--- src/rtl/xphy_pkg.sv ---
// Shared definitions for the multi-channel XGMII link controller:
// idle pattern, link FSM encoding and the forced-idle helper.
package xphy_pkg;

  localparam logic [63:0] XGMII_IDLE_D = 64'h0707070707070707;
  localparam logic [7:0]  XGMII_IDLE_C = 8'hFF;
  localparam int unsigned DROP_CNT_W   = 8;

  typedef enum logic [1:0] {
    ST_RESET = 2'd0,
    ST_WAIT  = 2'd1,
    ST_QUAL  = 2'd2,
    ST_UP    = 2'd3
  } link_state_e;

  typedef struct packed {
    logic [63:0] d;
    logic [7:0]  c;
  } xgmii_t;

  function automatic xgmii_t xgmii_gate(input logic pass, input xgmii_t x);
    xgmii_t idle;
    idle.d = XGMII_IDLE_D;
    idle.c = XGMII_IDLE_C;
    return pass ? x : idle;
  endfunction

endpackage

--- src/rtl/xphy_link_ch.sv ---
// One XGMII channel: status synchronisers, link qualification FSM,
// saturating drop counter and the forced-idle XGMII pipes.
module xphy_link_ch
  import xphy_pkg::*;
#(
  parameter int unsigned SYNC_STAGES   = 2,
  parameter int unsigned DEBOUNCE_BITS = 4,
  parameter int unsigned PIPE          = 1
) (
  input  logic                  clk156,
  input  logic                  reset,
  input  logic                  tx_resetdone_i,
  input  logic                  rx_resetdone_i,
  input  logic                  tx_fault_i,
  input  logic                  signal_detect_i,
  input  logic [63:0]           xgmii_txd_i,
  input  logic [7:0]            xgmii_txc_i,
  input  logic [63:0]           xgmii_rxd_int_i,
  input  logic [7:0]            xgmii_rxc_int_i,
  output logic [63:0]           xgmii_txd_int_o,
  output logic [7:0]            xgmii_txc_int_o,
  output logic [63:0]           xgmii_rxd_o,
  output logic [7:0]            xgmii_rxc_o,
  output logic                  core_reset_tx_o,
  output logic                  core_reset_rx_o,
  output logic                  link_up_o,
  output logic                  resetdone_o,
  output logic [DROP_CNT_W-1:0] link_drop_cnt_o
);

  logic [SYNC_STAGES-1:0] txrd_sync_q;
  logic [SYNC_STAGES-1:0] rxrd_sync_q;
  logic [SYNC_STAGES-1:0] fault_sync_q;
  logic [SYNC_STAGES-1:0] sd_sync_q;
  logic                   good;

  // Reset values make the channel read as bad until real status arrives.
  always_ff @(posedge clk156 or posedge reset) begin
    if (reset) begin
      txrd_sync_q  <= '0;
      rxrd_sync_q  <= '0;
      fault_sync_q <= '1;
      sd_sync_q    <= '0;
    end else begin
      txrd_sync_q  <= {txrd_sync_q[SYNC_STAGES-2:0], tx_resetdone_i};
      rxrd_sync_q  <= {rxrd_sync_q[SYNC_STAGES-2:0], rx_resetdone_i};
      fault_sync_q <= {fault_sync_q[SYNC_STAGES-2:0], tx_fault_i};
      sd_sync_q    <= {sd_sync_q[SYNC_STAGES-2:0], signal_detect_i};
    end
  end

  assign good = txrd_sync_q[SYNC_STAGES-1] & rxrd_sync_q[SYNC_STAGES-1] &
                ~fault_sync_q[SYNC_STAGES-1] & sd_sync_q[SYNC_STAGES-1];
  assign resetdone_o = txrd_sync_q[SYNC_STAGES-1] & rxrd_sync_q[SYNC_STAGES-1];

  link_state_e              state_q, state_d;
  logic [DEBOUNCE_BITS-1:0] cnt_q, cnt_d;
  logic [DROP_CNT_W-1:0]    drop_q, drop_d;
  logic                     core_reset_tx_q, core_reset_rx_q, link_up_q;

  always_comb begin
    state_d = state_q;
    cnt_d   = cnt_q;
    drop_d  = drop_q;
    unique case (state_q)
      ST_RESET: state_d = ST_WAIT;
      ST_WAIT: begin
        if (good) begin
          state_d = ST_QUAL;
          cnt_d   = '0;
        end
      end
      ST_QUAL: begin
        if (!good) begin
          state_d = ST_WAIT;
        end else if (cnt_q == '1) begin
          state_d = ST_UP;
        end else begin
          cnt_d = cnt_q + 1'b1;
        end
      end
      ST_UP: begin
        if (!good) begin
          state_d = ST_WAIT;
          if (drop_q != '1) begin
            drop_d = drop_q + 1'b1;
          end
        end
      end
    endcase
  end

  // Outputs are registered from the next state so they align with state_q.
  always_ff @(posedge clk156 or posedge reset) begin
    if (reset) begin
      state_q         <= ST_RESET;
      cnt_q           <= '0;
      drop_q          <= '0;
      core_reset_tx_q <= 1'b1;
      core_reset_rx_q <= 1'b1;
      link_up_q       <= 1'b0;
    end else begin
      state_q         <= state_d;
      cnt_q           <= cnt_d;
      drop_q          <= drop_d;
      core_reset_tx_q <= (state_d == ST_RESET) || (state_d == ST_WAIT);
      core_reset_rx_q <= (state_d != ST_UP);
      link_up_q       <= (state_d == ST_UP);
    end
  end

  assign core_reset_tx_o = core_reset_tx_q;
  assign core_reset_rx_o = core_reset_rx_q;
  assign link_up_o       = link_up_q;
  assign link_drop_cnt_o = drop_q;

  xgmii_t tx_pipe_q [PIPE];
  xgmii_t rx_pipe_q [PIPE];
  xgmii_t idle_word;

  assign idle_word.d = XGMII_IDLE_D;
  assign idle_word.c = XGMII_IDLE_C;

  always_ff @(posedge clk156 or posedge reset) begin
    if (reset) begin
      for (int unsigned i = 0; i < PIPE; i++) begin
        tx_pipe_q[i] <= idle_word;
        rx_pipe_q[i] <= idle_word;
      end
    end else begin
      tx_pipe_q[0] <= xgmii_gate(link_up_q, {xgmii_txd_i, xgmii_txc_i});
      rx_pipe_q[0] <= xgmii_gate(link_up_q, {xgmii_rxd_int_i, xgmii_rxc_int_i});
      for (int unsigned i = 1; i < PIPE; i++) begin
        tx_pipe_q[i] <= tx_pipe_q[i-1];
        rx_pipe_q[i] <= rx_pipe_q[i-1];
      end
    end
  end

  assign xgmii_txd_int_o = tx_pipe_q[PIPE-1].d;
  assign xgmii_txc_int_o = tx_pipe_q[PIPE-1].c;
  assign xgmii_rxd_o     = rx_pipe_q[PIPE-1].d;
  assign xgmii_rxc_o     = rx_pipe_q[PIPE-1].c;

endmodule

--- src/rtl/xphy_link_ctrl.sv ---
// Multi-channel 10G PHY glue: replicates the per-channel link controller
// and combines the transceiver reset-done status.
module xphy_link_ctrl
  import xphy_pkg::*;
#(
  parameter int unsigned C_NUM_CH        = 1,
  parameter int unsigned C_SYNC_STAGES   = 2,
  parameter int unsigned C_DEBOUNCE_BITS = 4,
  parameter int unsigned C_PIPE          = 1,
  parameter logic [4:0]  C_MDIO_ADDR     = 5'h0
) (
  input  logic                           clk156,
  input  logic                           reset,
  input  logic [C_NUM_CH-1:0]            tx_resetdone,
  input  logic [C_NUM_CH-1:0]            rx_resetdone,
  input  logic [C_NUM_CH-1:0]            tx_fault,
  input  logic [C_NUM_CH-1:0]            signal_detect,
  input  logic [64*C_NUM_CH-1:0]         xgmii_txd,
  input  logic [8*C_NUM_CH-1:0]          xgmii_txc,
  input  logic [64*C_NUM_CH-1:0]         xgmii_rxd_int,
  input  logic [8*C_NUM_CH-1:0]          xgmii_rxc_int,
  output logic [64*C_NUM_CH-1:0]         xgmii_txd_int,
  output logic [8*C_NUM_CH-1:0]          xgmii_txc_int,
  output logic [64*C_NUM_CH-1:0]         xgmii_rxd,
  output logic [8*C_NUM_CH-1:0]          xgmii_rxc,
  output logic [C_NUM_CH-1:0]            core_reset_tx,
  output logic [C_NUM_CH-1:0]            core_reset_rx,
  output logic [C_NUM_CH-1:0]            link_up,
  output logic                           resetdone,
  output logic [DROP_CNT_W*C_NUM_CH-1:0] link_drop_cnt,
  output logic [5*C_NUM_CH-1:0]          prtad
);

  logic [C_NUM_CH-1:0] ch_resetdone;

  for (genvar i = 0; i < C_NUM_CH; i++) begin : g_ch
    xphy_link_ch #(
      .SYNC_STAGES  (C_SYNC_STAGES),
      .DEBOUNCE_BITS(C_DEBOUNCE_BITS),
      .PIPE         (C_PIPE)
    ) u_ch (
      .clk156          (clk156),
      .reset           (reset),
      .tx_resetdone_i  (tx_resetdone[i]),
      .rx_resetdone_i  (rx_resetdone[i]),
      .tx_fault_i      (tx_fault[i]),
      .signal_detect_i (signal_detect[i]),
      .xgmii_txd_i     (xgmii_txd[i*64 +: 64]),
      .xgmii_txc_i     (xgmii_txc[i*8 +: 8]),
      .xgmii_rxd_int_i (xgmii_rxd_int[i*64 +: 64]),
      .xgmii_rxc_int_i (xgmii_rxc_int[i*8 +: 8]),
      .xgmii_txd_int_o (xgmii_txd_int[i*64 +: 64]),
      .xgmii_txc_int_o (xgmii_txc_int[i*8 +: 8]),
      .xgmii_rxd_o     (xgmii_rxd[i*64 +: 64]),
      .xgmii_rxc_o     (xgmii_rxc[i*8 +: 8]),
      .core_reset_tx_o (core_reset_tx[i]),
      .core_reset_rx_o (core_reset_rx[i]),
      .link_up_o       (link_up[i]),
      .resetdone_o     (ch_resetdone[i]),
      .link_drop_cnt_o (link_drop_cnt[i*DROP_CNT_W +: DROP_CNT_W])
    );

    // 5-bit add wraps the MDIO address modulo 32.
    assign prtad[i*5 +: 5] = C_MDIO_ADDR + 5'(i);
  end

  assign resetdone = &ch_resetdone;

endmodule

--- config.mk ---
export PLATFORM = sky130hd
export DESIGN_NAME = xphy_link_ctrl
export DESIGN_NICKNAME = d
export VERILOG_FILES = /design/src/rtl/xphy_pkg.sv /design/src/rtl/xphy_link_ch.sv /design/src/rtl/xphy_link_ctrl.sv
export SDC_FILE = /design/constraint.sdc
export NUM_CORES = 1
export LEC_CHECK = 0
export BUFFER_PORTS_ARGS = -buffer_cell sky130_fd_sc_hd__buf_2
export CAP_MARGIN = 30
export CORE_ASPECT_RATIO = 0.5
export CORE_MARGIN = 2
export CORE_UTILIZATION = 45
export DETAILED_ROUTE_END_ITERATION = 10
export PLACE_DENSITY_LB_ADDON = 0.15
export SETUP_SLACK_MARGIN = 0.05
export SYNTH_ARGS = -nofsm -noshare
export SYNTH_HDL_FRONTEND = slang
export SYNTH_SLANG_ARGS = --single-unit
--- constraint.sdc ---
create_clock -name clk156 -period 5.75 [get_ports clk156]
set_clock_uncertainty 0.05 [all_clocks]
set_input_delay 0.2875 -clock clk156 [delete_from_list [all_inputs] [get_ports clk156]]
set_output_delay 0.2875 -clock clk156 [all_outputs]
set_load 0.03 [all_outputs]
Yosys cells after proc, flatten, opt, wreduce, memory -nomap -nowiden
Cells that the tools add are included.
{"block": "totals", "register_bits": 169, "output_inout_bits": 161, "input_bits": 150, "word_cells": 49}
{"block": "op_classes", "addsub": 2, "n_reduce_logical": 6, "bitwise": 5, "n_mux": 11, "eq_ne": 11}
{"cell": "two-way mux 72 bit", "n": 2}
{"cell": "two-way mux 4 bit", "n": 3}
{"cell": "adder 8 x 1 -> 8 bit (second input constant)", "n": 1}
{"cell": "two-way mux 2 bit", "n": 4}
{"cell": "inequality test 8 bit (second input constant)", "n": 1}
{"cell": "case mux 2 bit (4 select lines)", "n": 1}
{"cell": "case mux 4 bit (2 select lines)", "n": 1}
{"cell": "equality test 2 bit (second input constant)", "n": 3}
{"cell": "adder 4 x 1 -> 4 bit (second input constant)", "n": 1}
{"cell": "equality test 2 x 1 -> 1 bit (second input constant)", "n": 2}
{"cell": "equality test 4 bit (second input constant)", "n": 1}
{"cell": "logical NOT 2 bit", "n": 2}
{"cell": "inequality test 2 x 1 -> 1 bit (second input constant)", "n": 2}
{"cell": "inequality test 2 bit (second input constant)", "n": 2}
{"cell": "AND reduction 4 bit", "n": 1}
{"cell": "bitwise AND 1 bit", "n": 3}
{"cell": "AND reduction 3 bit", "n": 1}
{"cell": "NOT 1 bit", "n": 2}
{"cell": "nonzero test 2 bit", "n": 1}
{"cell": "logical OR 1 bit", "n": 1}

Logic depth before layout (Yosys ltp)
Gate-level depths: netlist of the first run.
{"block": "logic_depth", "depth_word": 7, "mapped_depth": 4, "mapped_depth_nobuf": 4}

Modules after synthesis
From an unflattened synthesis of the first run, not the netlist that was laid out.
{"block": "unflattened", "hier_cells": 405, "area_unflattened_um2": 5775.5}
{"mod": "xphy_link_ch", "n_inst": 1, "cells_per_inst": 399, "area_per_inst_um2": 5734.2, "seq_area_each_um2": 4314.1}
{"mod": "xphy_link_ctrl", "n_inst": 1, "cells_per_inst": 6, "area_per_inst_um2": 41.3, "seq_area_each_um2": 0.0}

Worst setup path before layout of the first run
No wires, ideal clock.
{"block": "synth_path", "kind": "reg2reg", "startpoint": "reg g_ch[0].u_ch.drop_q[0]", "endpoint": "reg g_ch[0].u_ch.drop_q[1]", "path_slack_ps": 4153, "setup_time_ps": 128, "path_stages_with_launch": 5, "arrival_time_ps": 1419, "synth_period_minus_slack_ps": 1597, "path_cell_list": "dfrtp_1 -> ha_1 -> nand3_1 -> o2111ai_2 -> mux2_1"}
{"block": "synth_via", "elab_chain_cells": 2, "word_cells_on_any_way": 3}
{"element": "start: declaration", "line_no": "xphy_link_ch.sv:58", "rtl": "logic [DROP_CNT_W-1:0] drop_q, drop_d;"}
{"element": "start signal: assignment", "line_no": "xphy_link_ch.sv:105", "rtl": "drop_q <= drop_d;"}
{"element": "parallel branches: the longest is 2 deep, another holds adder 8 x 1 -> 8 bit"}
Parallel ways; which one is timed is not known.
A chain may end at the register's enable or synchronous reset.

==> metrics, run 1 <==
status=completed; Power Total=0.00252 W; Die H=84.4 um; CP Data Required Time=6.07 ns; Worst setup SP type=input port; Seq cells post-synth=169; clk buf depth=2; Synth Warn #=0; max_cap viols=0; ys async rst share=100%; number of flops mapped to enable cells by yosys=0; Overall Global Routing Usage=20.1%; fin crit share=32.6%; DRC viols=0; gp weighted congestion=0.774; Max VDD drop=0.000190 V; Chip Width=165 um; setup_tns=0 ns; Crit path arrival time=2.19 ns; Area Growth Syn to Fin=41.9%; critical path class=input port to asynchronous set/reset pin; Fillers=983; Clock Latency Late Sink=0.40 ns; DR pass1 iterations=4; net count reported at finish=876; fin crit period=1.87 ns; post-route ant nets=0; Final WS setup=3.88 ns; Hold Path Stages=2; grt met3 use=6.62%; largest net degree at the start of global routing=120; Setup WS pre-CTS=3.67 ns; vias per inst=4.44; clock power share=45.2%; kind of end point of the critical path=asynchronous set/reset pin; fin util=65.4%; Net Sw Frac=22.5%; Max Freq=534 MHz; leakage power=4.22 nW; top cell type's share of synthesized area=43.4%; final hold violation count=0; flop-to-flop setup slack=3.94 ns; commonest non-fill, non-tap cell in the layout=buf_2; Slew HR=36.0%; share of layout cells above drive strength 1=56.7%; Routed WL=13500 um; Rows=29; diode count=0; Worst-path clk slew=0.06 ns; sequential share of power=48.7%; Int Power=0.00195 W; initial core utilization=46.1%; path depth of the worst reg2reg path=2; CP max FO=104; top_reg_cell synth=dfrtp_1; Netlist Area Pre-Place=5820 um^2; Hold Path Class=input port to flop; total grt overflow=0; Comb power frac=6.1%; initial antenna violation count=0; Mean Syn Cell Area=14.5 um^2; Port Buffer Count=305; global-route wire length before repair=21300 um; hold slack=0.0192 ns; vias in the first global route=4134; CTS tree=done; Slew Limit Fails=0; unrepaired setup endpoints after global routing=false; Setup-failing EPs final=0; gr busiest metal=met2; Distinct cells, synth=36; met2 Use GR=36.0%; register area share after synthesis=74.2%; worst slew pin tran=0.960 ns; CTS Root Cell=clkbuf_16; core area=12600 um^2; met1 Use GR=22.0%; commonest cells after routing, fill and taps aside=buf_2, dfrtp_1, and2_1, dfstp_2, nand2b_1; ranking of synthesized cells by area=dfrtp_1, dfstp_2, and2_1; Yosys top cell by area=dfrtp_1; postcts setup bufs=0; sw power=0.000567 W; WL per Instance=14.9 um; TritonCTS Sinks=169; cell count after synthesis=401; H-tree depth=4; Ports=311; vias=4031; PD cells=305 nW/um^2; CTS buffer count=17; Starting DRT DRC Count=217; dpl hpwl=9550 um; die footprint=13900 um^2
[cell usage after synthesis, types with 2 or more instances]
cell and instances:
a31o_2 3, nand3b_1 2, ha_1 2, dfrtp_1 101, mux2_1 3, inv_1 6
buf_2 3, nor3_1 2, o21ai_0 4, clkbuf_1 14, a21boi_0 2, nand2_1 3
nand2b_1 65, mux2i_1 3, and3_1 4, nand3_1 8, dfstp_2 68, o221a_1 2
nor2_1 3, nand4b_1 2, buf_4 6, and2_1 81
[flip-flops by register name (all words and copies together) (netlist names), 2 cells and up]
name,count
g_ch.u_ch.xgmii_rxd_o,64
g_ch.u_ch.xgmii_txd_int_o,64
g_ch.u_ch.link_drop_cnt_o,8
g_ch.u_ch.xgmii_rxc_o,8
g_ch.u_ch.xgmii_txc_int_o,8
g_ch.u_ch.cnt_q,4
g_ch.u_ch.fault_sync_q,2
g_ch.u_ch.rxrd_sync_q,2
g_ch.u_ch.sd_sync_q,2
g_ch.u_ch.state_q,2
g_ch.u_ch.txrd_sync_q,2
[power by group through the flow]
| stage | combinational (W) | sequential (W) | clock (W) |
|---|---|---|---|
| 2_1_floorplan | 0.0000524 | 0.00127 | 0 |
| 3_3_place_gp | 0.000143 | 0.00125 | 0 |
| 3_5_place_dp | 0.000145 | 0.00125 | 0 |
| 4_1_cts | 0.000154 | 0.00123 | 0.00117 |
| 5_1_grt | 0.000172 | 0.00123 | 0.00122 |
| 6_report | 0.000154 | 0.00123 | 0.00114 |
[through the flow]
step / std cells / area (um^2)
floorplan: 405 / 5830
global placement: 858 / 7470
detailed placement: 858 / 7470
CTS: 905 / 8220
global route: 907 / 8260
finish: 907 / 8260
[kinds of logic (layout without fill, tap and decap cells)]
| family | Yosys count | after routing | synth area share, % |
|---|---|---|---|
| adders and majority gates | 2 | 2 | 0.430 |
| xor gates and xnor gates | 2 | 2 | 0.301 |
| muxes | 7 | 7 | 1.29 |
| buffers and inverters | 30 | 362 | 2.52 |
| other | 1 | 5 | 0.0645 |
| AOI/OAI and AO/OA | 14 | 14 | 2.02 |
| DFF | 169 | 169 | 74.2 |
| and+or+nand+nor | 176 | 176 | 19.2 |
[worst max-delay path, cell delays in order]
cell	delay, ns
dlygate4sd3_1	0.53
buf_2	0.15
inv_6	0.08
buf_16	0.36
buf_4	0.69
[metal layers]
layer	part of all wire [%]	wire, um
met1	36	4890
met2	54	7310
met3	7.1	963
met4	2.6	345
met5	0	0
[area by class of cell]
| type | count | area (um^2) | area share [%] |
|---|---|---|---|
| clock buffer | 22 | 497 | 6.02 |
| clock inverter | 10 | 101 | 1.23 |
| inverter | 6 | 27.5 | 0.333 |
| multi-input combinational | 206 | 1370 | 16.6 |
| sequential | 169 | 4320 | 52.3 |
| tap | 170 | 213 | 2.58 |
| timing repair buffer | 324 | 1730 | 20.9 |
[repair_timing]
| item | CTS | global route |
|---|---|---|
| hold buffers | 15 | 1 |
| gates resized for setup | 0 | 0 |
| endpoints found under the hold margin | 15 | 4 |
[path summary, 6_finish.rpt]
| check | startpoint | end |
|---|---|---|
| max | reset | g_ch[0].u_ch.link_up_o |
| min | xgmii_txc[4] | g_ch[0].u_ch.xgmii_txc_int_o[4] |
| min in group asynchronous | reset | g_ch[0].u_ch.xgmii_txc_int_o[4] |
| max in group clk156 | g_ch[0].u_ch.link_up_o | g_ch[0].u_ch.xgmii_txd_int_o[53] |
| min reg2reg | g_ch[0].u_ch.txrd_sync_q[0] | g_ch[0].u_ch.txrd_sync_q[1] |
| max reg2reg | g_ch[0].u_ch.link_up_o | g_ch[0].u_ch.xgmii_txd_int_o[53] |
(Power assumes the default switching activity.)
==> inputs of run 2 (changes only) <==
--- a/config.mk
+++ b/config.mk
@@ -9,7 +9,7 @@
 export CAP_MARGIN = 30
 export CORE_ASPECT_RATIO = 0.5
 export CORE_MARGIN = 2
-export CORE_UTILIZATION = 45
+export CORE_UTILIZATION = 40
 export DETAILED_ROUTE_END_ITERATION = 10
 export PLACE_DENSITY_LB_ADDON = 0.15
 export SETUP_SLACK_MARGIN = 0.05
==> constraint.sdc (replaced) <==
create_clock -name clk156 -period 1.7 [get_ports clk156]
set_clock_uncertainty 0.05 [all_clocks]
set_input_delay 0.085 -clock clk156 [delete_from_list [all_inputs] [get_ports clk156]]
set_output_delay 0.085 -clock clk156 [all_outputs]
set_load 0.03 [all_outputs]
==> metrics, run 2 (synthesis gave the netlist of run 1 again) <==
CP max FO=14 (was 104); hold_buf cts=149 (was 15); Max Freq=667 MHz; cell area after layout=9690 um^2 (was 8260 um^2); core area=14400 um^2 (was 12600 um^2); Chip Width=175 um (was 165 um); PD cells=916 nW/um^2 (was 305 nW/um^2); commonest cells after routing, fill and taps aside=buf_2, dlygate4sd3_1, dfrtp_1, and2_1, dfstp_2 (was buf_2, dfrtp_1, and2_1, dfstp_2, nand2b_1); max_cap viols=0 (unchanged); Port Buffer Count=305 (unchanged); Slew Limit Fails=0 (unchanged); Overall Global Routing Usage=19.6% (was 20.1%); Max VDD drop=0.000716 V (was 0.000190 V); DR pass1 iterations=5 (was 4); Placed Instance Area=7590 um^2 (was 7470 um^2); leakage power=4.79 nW (was 4.22 nW); initial antenna violation count=0 (unchanged); net count reported at finish=1012 (was 876); dpl cells=890 (was 858); Rows=31 (was 29); Setup WS pre-CTS=0.190 ns (was 3.67 ns); Worst-path clk slew=0.07 ns (was 0.06 ns); DRC viols=0 (unchanged); TritonCTS Sinks=169 (unchanged); PostCTS Resize Cnt=0 (unchanged); Layout Cells excl Fill=1071 (was 907); Crit path arrival time=1.75 ns (was 2.19 ns); WL per Instance=14.4 um (was 14.9 um); diode count=0 (unchanged); H-tree depth=4 (unchanged); die footprint=15600 um^2 (was 13900 um^2); vias in the first global route=4698 (was 4134); share of layout cells above drive strength 1=48.5% (was 56.7%); Die H=89.3 um (was 84.4 um); CP Data Required Time=1.95 ns (was 6.07 ns); global-route wire length before repair=23200 um (was 21300 um); critical path class=flop to flop (was input port to asynchronous set/reset pin); fin util=67.5% (was 65.4%); path depth of the worst reg2reg path=3 (was 2); unrepaired setup endpoints after global routing=false (unchanged); CTS buffer count=17 (unchanged); Starting DRT DRC Count=206 (was 217); Hold Path Stages=2 (unchanged); kind of end point of the critical path=flop (was asynchronous set/reset pin); dpl hpwl=9600 um (was 9550 um); gp weighted congestion=0.748 (was 0.774); Setup-failing EPs final=0 (unchanged); Worst setup SP type=flop (was input port); vias=4575 (was 4031); Ports=311 (unchanged); vias per inst=4.27 (was 4.44); total grt overflow=0 (unchanged); status=completed (unchanged); Area Growth Syn to Fin=66.5% (was 41.9%); setup_tns=0 ns (unchanged); postcts setup bufs=0 (unchanged); CTS tree=done (unchanged); CTS Root Cell=clkbuf_16 (unchanged); final hold violation count=0 (unchanged); Final WS setup=0.201 ns (was 3.88 ns); Fillers=1082 (was 983); largest net degree at the start of global routing=90 (was 120); Hold Path Class=input port to flop (unchanged); fin crit share=88.2%; Clock Latency Late Sink=0.41 ns (was 0.40 ns); initial core utilization=40.5% (was 46.1%); clk buf depth=2 (unchanged); post-route ant nets=0 (unchanged); commonest non-fill, non-tap cell in the layout=buf_2 (unchanged); Routed WL=15400 um (was 13500 um); fin crit period=1.50 ns
## run 2: changes by cell type in the layout (fill, tap and decap cells not counted), moves of 3 or more
cell | before | now
dlygate4sd3_1 | 16 | 149
buf_12 | 0 | 4
inv_4 | 3 | 0
clkinvlp_4 | 0 | 3
## run 2: through the flow
stage / hold WS, ns / total power (W)
floorplan: 0.0395 / 0.00447
global placement: 0.143 / 0.00471
detailed placement: 0.141 / 0.00472
CTS: 0.252 / 0.00897
global route: 0.259 / 0.00926
finish: 0.270 / 0.00887
## run 2: final timing paths
check / from / to / slack [ns]
setup / recovery: g_ch[0].u_ch.fault_sync_q[1] / g_ch[0].u_ch.link_drop_cnt_o[7] / 0.20
hold / removal: signal_detect / g_ch[0].u_ch.sd_sync_q[0] / 0.27
setup reg to reg: g_ch[0].u_ch.fault_sync_q[1] / g_ch[0].u_ch.link_drop_cnt_o[7] / 0.20
hold reg to reg: g_ch[0].u_ch.txrd_sync_q[0] / g_ch[0].u_ch.txrd_sync_q[1] / 0.31
max in group asynchronous: reset / g_ch[0].u_ch.xgmii_rxc_o[1] / 0.88
min in group asynchronous: reset / g_ch[0].u_ch.xgmii_rxd_o[22] / 0.32
## run 2: per-layer routing
layer	track usage, %	wire length [um]	up-vias
met1	20.9	5580	2225
met3	6.21	780	33
li1	-	-	2177
met4	8.11	401	0
met2	36.9	8660	140
met5	0	0	-
## run 2: worst max-delay path, stage by stage, from the launching register on
cell	delay [ns]
dfstp_2	0.52
and4b_4	0.26
nor4b_4	0.22
mux2_1	0.34
## run 2: area by class of cell
cell class              count  area, um^2  share of cell area (%)
inverters                   6        26.3                   0.271
multi-input cells         206        1370                    14.2
repair buffers            460        3110                    32.1
flip-flops and latches    169        4320                    44.6
clock buffers              19         453                    4.67
well taps                 198         248                    2.56
clock inverters            13         159                    1.64
## run 2: report_power, final
group	switching [W]	total, W	internal, W
logic	0.000329	0.000777	0.000448
clock network	0.00166	0.00396	0.00229
registers	0.0000510	0.00414	0.00409
total	0.00204	0.00887	0.00683
